## src/rtl/uart_pkg.sv

```systemverilog
// rtl/uart_pkg.sv - drain FSM encoding and guard length shared by the TX FIFO
package uart_pkg;

    typedef enum logic [1:0] {
        IDLE  = 2'd0,
        GUARD = 2'd1,
        WAIT  = 2'd2
    } drain_state_t;

    localparam int GUARD_LEN = 2;
    localparam logic [1:0] GUARD_LAST = 2'(GUARD_LEN - 1);

endpackage

```

## src/rtl/uart_tx_fifo_if.sv

```systemverilog
// rtl/uart_tx_fifo_if.sv - host/uart_tx side signals of the TX FIFO (cts_n_i under UART_TX_FIFO_CTS_EN)
interface uart_tx_fifo_if #(
    parameter int DEPTH_LOG2 = 4
);
    logic [7:0]          wr_byte_i;
    logic                wr_en_i;
    logic                flush_i;
    logic                ovf_clr_i;
    logic [7:0]          tx_byte_o;
    logic                tx_en_o;
    logic                tx_ready_i;
    logic                full_o;
    logic                empty_o;
    logic [DEPTH_LOG2:0] level_o;
    logic                ovf_o;
`ifdef UART_TX_FIFO_CTS_EN
    logic                cts_n_i;

    modport slave (
        input  wr_byte_i, wr_en_i, flush_i, ovf_clr_i, tx_ready_i, cts_n_i,
        output tx_byte_o, tx_en_o, full_o, empty_o, level_o, ovf_o
    );
    modport master (
        output wr_byte_i, wr_en_i, flush_i, ovf_clr_i, tx_ready_i, cts_n_i,
        input  tx_byte_o, tx_en_o, full_o, empty_o, level_o, ovf_o
    );
`else
    modport slave (
        input  wr_byte_i, wr_en_i, flush_i, ovf_clr_i, tx_ready_i,
        output tx_byte_o, tx_en_o, full_o, empty_o, level_o, ovf_o
    );
    modport master (
        output wr_byte_i, wr_en_i, flush_i, ovf_clr_i, tx_ready_i,
        input  tx_byte_o, tx_en_o, full_o, empty_o, level_o, ovf_o
    );
`endif
endinterface

```

## src/rtl/fifo_mem.sv

```systemverilog
// rtl/fifo_mem.sv - 8-bit storage, one synchronous write port, asynchronous read
module fifo_mem #(
    parameter int AW = 4
) (
    input  logic          clk,
    input  logic          i_we,
    input  logic [AW-1:0] i_waddr,
    input  logic [7:0]    i_wdata,
    input  logic [AW-1:0] i_raddr,
    output logic [7:0]    o_rdata
);
    logic [7:0] r_mem [2**AW];

    // No reset on the array so it maps onto distributed RAM.
    always_ff @(posedge clk) begin
        if (i_we) begin
            r_mem[i_waddr] <= i_wdata;
        end
    end

    assign o_rdata = r_mem[i_raddr];

endmodule

```

## src/rtl/uart_tx_fifo.sv

```systemverilog
// rtl/uart_tx_fifo.sv - byte FIFO draining into uart_tx; optional CTS gating with UART_TX_FIFO_CTS_EN
module uart_tx_fifo
    import uart_pkg::*;
#(
    parameter int DEPTH_LOG2 = 4
) (
    input  logic          clk,
    input  logic          resetn,
    uart_tx_fifo_if.slave bus
);
    localparam int AW = DEPTH_LOG2;

    logic [AW:0]  r_wr_ptr;
    logic [AW:0]  r_rd_ptr;
    logic [AW:0]  w_level;
    logic         w_full;
    logic         w_empty;
    logic         w_pop;
    logic         w_wr_accept;
    logic         w_ovf_set;
    logic         w_cts_ok;
    logic [7:0]   w_rd_data;
    logic [7:0]   r_tx_byte;
    logic         r_tx_en;
    logic         r_ovf;
    logic [1:0]   r_guard_cnt;
    drain_state_t r_state;
    drain_state_t w_state_nxt;

    assign w_level = r_wr_ptr - r_rd_ptr;
    assign w_empty = (r_wr_ptr == r_rd_ptr);
    assign w_full  = (r_wr_ptr[AW] != r_rd_ptr[AW]) &&
                     (r_wr_ptr[AW-1:0] == r_rd_ptr[AW-1:0]);

    // A pop frees a slot in the same cycle, so a write into a full FIFO is kept.
    assign w_wr_accept = bus.wr_en_i && !bus.flush_i && (!w_full || w_pop);
    assign w_ovf_set   = bus.wr_en_i && !bus.flush_i && w_full && !w_pop;

`ifdef UART_TX_FIFO_CTS_EN
    logic r_cts_meta;
    logic r_cts_sync;

    always_ff @(posedge clk or negedge resetn) begin
        if (!resetn) begin
            r_cts_meta <= 1'b1;
            r_cts_sync <= 1'b1;
        end else begin
            r_cts_meta <= bus.cts_n_i;
            r_cts_sync <= r_cts_meta;
        end
    end

    assign w_cts_ok = ~r_cts_sync;
`else
    assign w_cts_ok = 1'b1;
`endif

    fifo_mem #(.AW(AW)) u_mem (
        .clk     (clk),
        .i_we    (w_wr_accept),
        .i_waddr (r_wr_ptr[AW-1:0]),
        .i_wdata (bus.wr_byte_i),
        .i_raddr (r_rd_ptr[AW-1:0]),
        .o_rdata (w_rd_data)
    );

    always_ff @(posedge clk or negedge resetn) begin
        if (!resetn) begin
            r_wr_ptr <= '0;
            r_rd_ptr <= '0;
        end else if (bus.flush_i) begin
            r_wr_ptr <= '0;
            r_rd_ptr <= '0;
        end else begin
            if (w_wr_accept) r_wr_ptr <= r_wr_ptr + (AW+1)'(1);
            if (w_pop)       r_rd_ptr <= r_rd_ptr + (AW+1)'(1);
        end
    end

    always_ff @(posedge clk or negedge resetn) begin
        if (!resetn) begin
            r_ovf <= 1'b0;
        end else if (w_ovf_set) begin
            r_ovf <= 1'b1;
        end else if (bus.ovf_clr_i) begin
            r_ovf <= 1'b0;
        end
    end

    always_comb begin
        w_state_nxt = r_state;
        w_pop       = 1'b0;
        case (r_state)
            IDLE: begin
                if (!w_empty && bus.tx_ready_i && w_cts_ok) begin
                    w_pop       = 1'b1;
                    w_state_nxt = GUARD;
                end
            end
            // tx_ready_i is ignored here while uart_tx deasserts it.
            GUARD: begin
                if (r_guard_cnt == GUARD_LAST) w_state_nxt = WAIT;
            end
            WAIT: begin
                if (bus.tx_ready_i) w_state_nxt = IDLE;
            end
            default: w_state_nxt = IDLE;
        endcase
    end

    always_ff @(posedge clk or negedge resetn) begin
        if (!resetn) begin
            r_state     <= IDLE;
            r_guard_cnt <= '0;
            r_tx_en     <= 1'b0;
            r_tx_byte   <= 8'h00;
        end else begin
            r_state     <= w_state_nxt;
            r_guard_cnt <= (r_state == GUARD) ? r_guard_cnt + 2'd1 : 2'd0;
            r_tx_en     <= w_pop;
            if (w_pop) r_tx_byte <= w_rd_data;
        end
    end

    assign bus.tx_byte_o = r_tx_byte;
    assign bus.tx_en_o   = r_tx_en;
    assign bus.full_o    = w_full;
    assign bus.empty_o   = w_empty;
    assign bus.level_o   = w_level;
    assign bus.ovf_o     = r_ovf;

endmodule
```

## src/flat_wrapper.sv

```systemverilog
// flat-port wrapper written by rule: the top's interface ports become plain ports
module uart_tx_fifo_flat import uart_pkg::*;
#(
    parameter int DEPTH_LOG2 = 4
)
  (clk, resetn, bus_wr_byte_i, bus_wr_en_i, bus_flush_i, bus_ovf_clr_i, bus_tx_ready_i, bus_tx_byte_o, bus_tx_en_o, bus_full_o, bus_empty_o, bus_level_o, bus_ovf_o);
  uart_tx_fifo_if #(.DEPTH_LOG2(DEPTH_LOG2)) bus_i ();
  input  logic clk;
  input  logic resetn;
  input wire logic [$bits(bus_i.wr_byte_i)-1:0] bus_wr_byte_i;
  input wire logic [$bits(bus_i.wr_en_i)-1:0] bus_wr_en_i;
  input wire logic [$bits(bus_i.flush_i)-1:0] bus_flush_i;
  input wire logic [$bits(bus_i.ovf_clr_i)-1:0] bus_ovf_clr_i;
  input wire logic [$bits(bus_i.tx_ready_i)-1:0] bus_tx_ready_i;
  output wire logic [$bits(bus_i.tx_byte_o)-1:0] bus_tx_byte_o;
  output wire logic [$bits(bus_i.tx_en_o)-1:0] bus_tx_en_o;
  output wire logic [$bits(bus_i.full_o)-1:0] bus_full_o;
  output wire logic [$bits(bus_i.empty_o)-1:0] bus_empty_o;
  output wire logic [$bits(bus_i.level_o)-1:0] bus_level_o;
  output wire logic [$bits(bus_i.ovf_o)-1:0] bus_ovf_o;
  assign bus_i.wr_byte_i = bus_wr_byte_i;
  assign bus_i.wr_en_i = bus_wr_en_i;
  assign bus_i.flush_i = bus_flush_i;
  assign bus_i.ovf_clr_i = bus_ovf_clr_i;
  assign bus_i.tx_ready_i = bus_tx_ready_i;
  assign bus_tx_byte_o = bus_i.tx_byte_o;
  assign bus_tx_en_o = bus_i.tx_en_o;
  assign bus_full_o = bus_i.full_o;
  assign bus_empty_o = bus_i.empty_o;
  assign bus_level_o = bus_i.level_o;
  assign bus_ovf_o = bus_i.ovf_o;
  uart_tx_fifo #(.DEPTH_LOG2(DEPTH_LOG2)) u_core (.clk(clk), .resetn(resetn), .bus(bus_i));
endmodule
```

## config.mk

```make
export PLATFORM = sky130hd
export DESIGN_NAME = uart_tx_fifo_flat
export DESIGN_NICKNAME = d
export VERILOG_FILES = /design/src/rtl/uart_pkg.sv /design/src/rtl/uart_tx_fifo_if.sv /design/src/rtl/fifo_mem.sv /design/src/rtl/uart_tx_fifo.sv /design/src/flat_wrapper.sv
export SDC_FILE = /design/constraint.sdc
export NUM_CORES = 1
export LEC_CHECK = 0
export BUFFER_PORTS_ARGS = -buffer_cell sky130_fd_sc_hd__buf_2
export CORE_ASPECT_RATIO = 1.5
export CORE_MARGIN = 3
export CORE_UTILIZATION = 55
export CTS_CLUSTER_SIZE = 14
export DETAILED_ROUTE_END_ITERATION = 10
export MAX_ROUTING_LAYER = met4
export PLACE_DENSITY_LB_ADDON = 0.2
export SLEW_MARGIN = 20
export SYNTH_ARGS = -nofsm -noshare
export SYNTH_HDL_FRONTEND = slang
export SYNTH_SLANG_ARGS = --single-unit
```

## constraint.sdc

```tcl
create_clock -name clk -period 4.43 [get_ports clk]
set_input_delay 0.443 -clock clk [delete_from_list [all_inputs] [get_ports clk]]
set_output_delay 0.443 -clock clk [all_outputs]
set_load 0.02 [all_outputs]
```

==> impl_metrics.toml <==
[clock_tree]
cts_tree = "done"
cts_num_sinks = 152
number_of_cells_upsized_or_downsized_after_cts = 0
clock_latency_late_sink_ps = 410
post-cts-setup-buffers = 0
cts-root-to-sink-buffers = 2
cts-buffers-inserted = 17
cts_hold_buf = 0
clock_transition_at_the_registers_of_the_reported_paths_ps = 60
cts.htree.levels = 4
clockRootBuffer = "sky130_fd_sc_hd__clkbuf_16"

[timing]
timing.final.hold_violations = 0
finalClockSkew_ps = 7.33
rsz0062_at_grt = "no"
final_period_minus_worst_setup_slack_ps = 3310
setup-violations-final = 0
min_period_over_period_pct = 74.7
drv_slew = 0
slew_at_the_pin_closest_to_its_max_slew_limit_ps = 995
setup_tns_ps = 0
timing.fmax_mhz = 302
slew_headroom_pct = 33.6
final_critical_path_setup_slack_ps = 1120

[yosys]
synth_area_sq_um = 6190
avgSynthCellArea_sq_um = 15.9
synth_enable_flop_cells = 128
ys_async_rst_share_pct = 15.8
synth_top_cell_area_share_pct = 62.1
post_synth_main_area_contributors = "sky130_fd_sc_hd__edfxtp_1 (62%), sky130_fd_sc_hd__dfrtp_1 (9.7%), sky130_fd_sc_hd__mux2i_1 (8.1%)"
ys.warnings.count = 0
synth-seq-area-share_pct = 71.8
ys.flop_type = "sky130_fd_sc_hd__edfxtp_1"
synth.net_count = 415
synth.lib_cells_used.distinct = 40
syn-instance-count = 390
ys_seq_elements = 152
area_leader_netlist = "sky130_fd_sc_hd__edfxtp_1"

[place]
routabilityCongestion = 0.875
dp_slack_ps = 1140
detailed_place.area_sq_um = 6480
number_of_port_buffers = 30
post_dp_hpwl_um = 9080

[die]
floorplan.io_pins = 31
initial_utilization_pct = 57.5
placeableCoreArea_sq_um = 10800
die_width_um = 92.6
total_die_area_sq_um = 12600
die_y_um = 136
num_rows = 46

[critical_path]
critical_path_buf_inv_count = 1
worst_setup_path_end_kind = "register"
critPathKind = "reg2reg"
crit_arrival_ps = 3350
timing.critical_path.required_ps = 4470
crit_chain = "inv_1 -> ha_1 -> and4_1 -> a31oi_1 -> nand2_1 -> nor2_1"
crit_path_max_incr_delay_ps = 770
start_kind = "register"
worst-path-max-fanout = 19
cp_top_family = "simple AND/OR/NAND/NOR gates"
critical-path-slowest-cell = "sky130_fd_sc_hd__dfrtp_1"

[pwr]
cellPowerDensity_nw_per_um2 = 537
p_clk_share_pct = 38.7
share_of_total_power_in_combinational_logic_pct = 17.3
vdd.ir_drop.worst_uv = 312
switching_share_pct = 25.8
power_frac_seq_pct = 44.0
total_switching_power_uw = 984
power_leakage_uw = 0.00243
intPower_uw = 2830

[grt]
global_route.overflow_total = 0
grt_antenna_before_repair = 0
grt_usage_pct = 24.0
maximum_number_of_pins_on_one_net_before_global_route_repair = 60
first_global_vias = 3592
grt_pass1_wl_um = 20900

[run]
max_cap_violations = 0

[cells_and_area]
fill_cells = 779
layout_common_cells = "sky130_fd_sc_hd__edfxtp_1 (128), sky130_fd_sc_hd__mux2i_1 (50), sky130_fd_sc_hd__buf_2 (30)"
layout-area-overhead-vs-synth_pct = 14.6
final_layout_size_suffix_gt1_share_pct = 16.9
final_stage_net_count = 451
finish.instance_area_sq_um = 7090
reg_area_sq_um = 4450
diodes = 0
layout.cells.most_common = "sky130_fd_sc_hd__edfxtp_1"
final_util_pct = 65.9
multi_input_comb_area_sq_um = 1600

[route]
drt_wl_total_um = 13500
drt.antenna.violating_nets = 0
detail_route.first_pass.iterations = 4
drtIter0Drc = 295
via_count = 3478
route.detailed.drc = 0
drt-wirelength-per-cell_um = 23.1
post_drt_via_cell_ratio = 5.97

[worst_hold_path]
hold_path.class = "in2async"

[outcome]
outcome = "finished clean"
[worst paths after layout]
path	slack, ps	cells past startpoint	endpoint	start
max in group asynchronous	4010	1	u_core.r_rd_ptr[0]$_DFFE_PN0P_	resetn
hold / removal	20	1	u_core.bus.tx_byte_o[1]$_DFFE_PN0P_	resetn
setup reg to reg	1120	6	u_core.u_mem.r_mem[4][3]$_DFFE_PP_	u_core.r_rd_ptr[1]$_DFFE_PN0P_
min in group clk	220	2	u_core.bus.ovf_o$_DFFE_PN0P_	bus_ovf_clr_i
setup / recovery	1120	6	u_core.u_mem.r_mem[4][3]$_DFFE_PP_	u_core.r_rd_ptr[1]$_DFFE_PN0P_
hold reg to reg	440	1	u_core.r_guard_cnt[0]$_DFF_PN0_	u_core.r_guard_cnt[0]$_DFF_PN0_
[flip-flops by register name, summed over array words and instances, names as in the netlist]
register	count
u_core.u_mem.r_mem	128
u_core.bus.tx_byte_o	8
u_core.r_rd_ptr	5
u_core.r_wr_ptr	5
u_core.r_guard_cnt	2
u_core.r_state	2
u_core.bus.ovf_o	1
u_core.bus.tx_en_o	1
[power groups by stage]
stage          combinational (uW)  sequential [uW]  clock [uW]
5_1_grt                       717             1680        1560
2_1_floorplan                 425             1730           0
3_5_place_dp                  660             1700           0
6_report                      659             1680        1470
4_1_cts                       665             1670        1490
3_3_place_gp                  644             1700           0
[cell type report]
| type | instances | area share [%] |
|---|---|---|
| Inverter | 14 | 0.741 |
| Sequential cell | 152 | 62.7 |
| Clock buffer | 21 | 6.21 |
| Timing Repair Buffer | 36 | 2.75 |
| Multi-Input combinational cell | 205 | 22.6 |
| Clock inverter | 11 | 2.44 |
| Tap cell | 144 | 2.54 |
[synth_stat cells, types with 5 or more instances]
| cell | count |
|---|---|
| sky130_fd_sc_hd__dfrtp_1 | 24 |
| sky130_fd_sc_hd__ha_1 | 10 |
| sky130_fd_sc_hd__mux4_2 | 8 |
| sky130_fd_sc_hd__a221oi_1 | 8 |
| sky130_fd_sc_hd__mux2i_1 | 50 |
| sky130_fd_sc_hd__o22ai_1 | 17 |
| sky130_fd_sc_hd__nor3_1 | 13 |
| sky130_fd_sc_hd__o21ai_0 | 14 |
| sky130_fd_sc_hd__edfxtp_1 | 128 |
| sky130_fd_sc_hd__nor2_1 | 29 |
| sky130_fd_sc_hd__nand2b_1 | 5 |
| sky130_fd_sc_hd__clkbuf_1 | 7 |
| sky130_fd_sc_hd__inv_1 | 13 |
| sky130_fd_sc_hd__a21oi_1 | 12 |
| sky130_fd_sc_hd__nand2_1 | 6 |
[kinds of logic after synthesis]
logic type	Yosys count	share of synthesized area (%)
DFF	152	71.8
and+or+nand+nor	70	5.58
AOI/OAI and AO/OA	59	5.96
muxes	58	11.0
buffers and inverters	33	2.32
adders and majority gates	11	2.34
xor gates and xnor gates	7	0.991
[layer usage]
metal,global-route usage (%),share of wire (%)
met5,-,0
met4,11.0,3.3
met3,3.93,5.3
met2,38.6,52
met1,30.4,40
[metrics by stage]
step	cells	hold slack, ps	total power [uW]
after floorplan	390	147	2160
after global placement	551	424	2340
after detailed placement	551	432	2360
after CTS	583	30.2	3830
after global routing	583	53.3	3960
final	583	15.2	3810
Note: power is estimated with default switching activity, not from simulation.
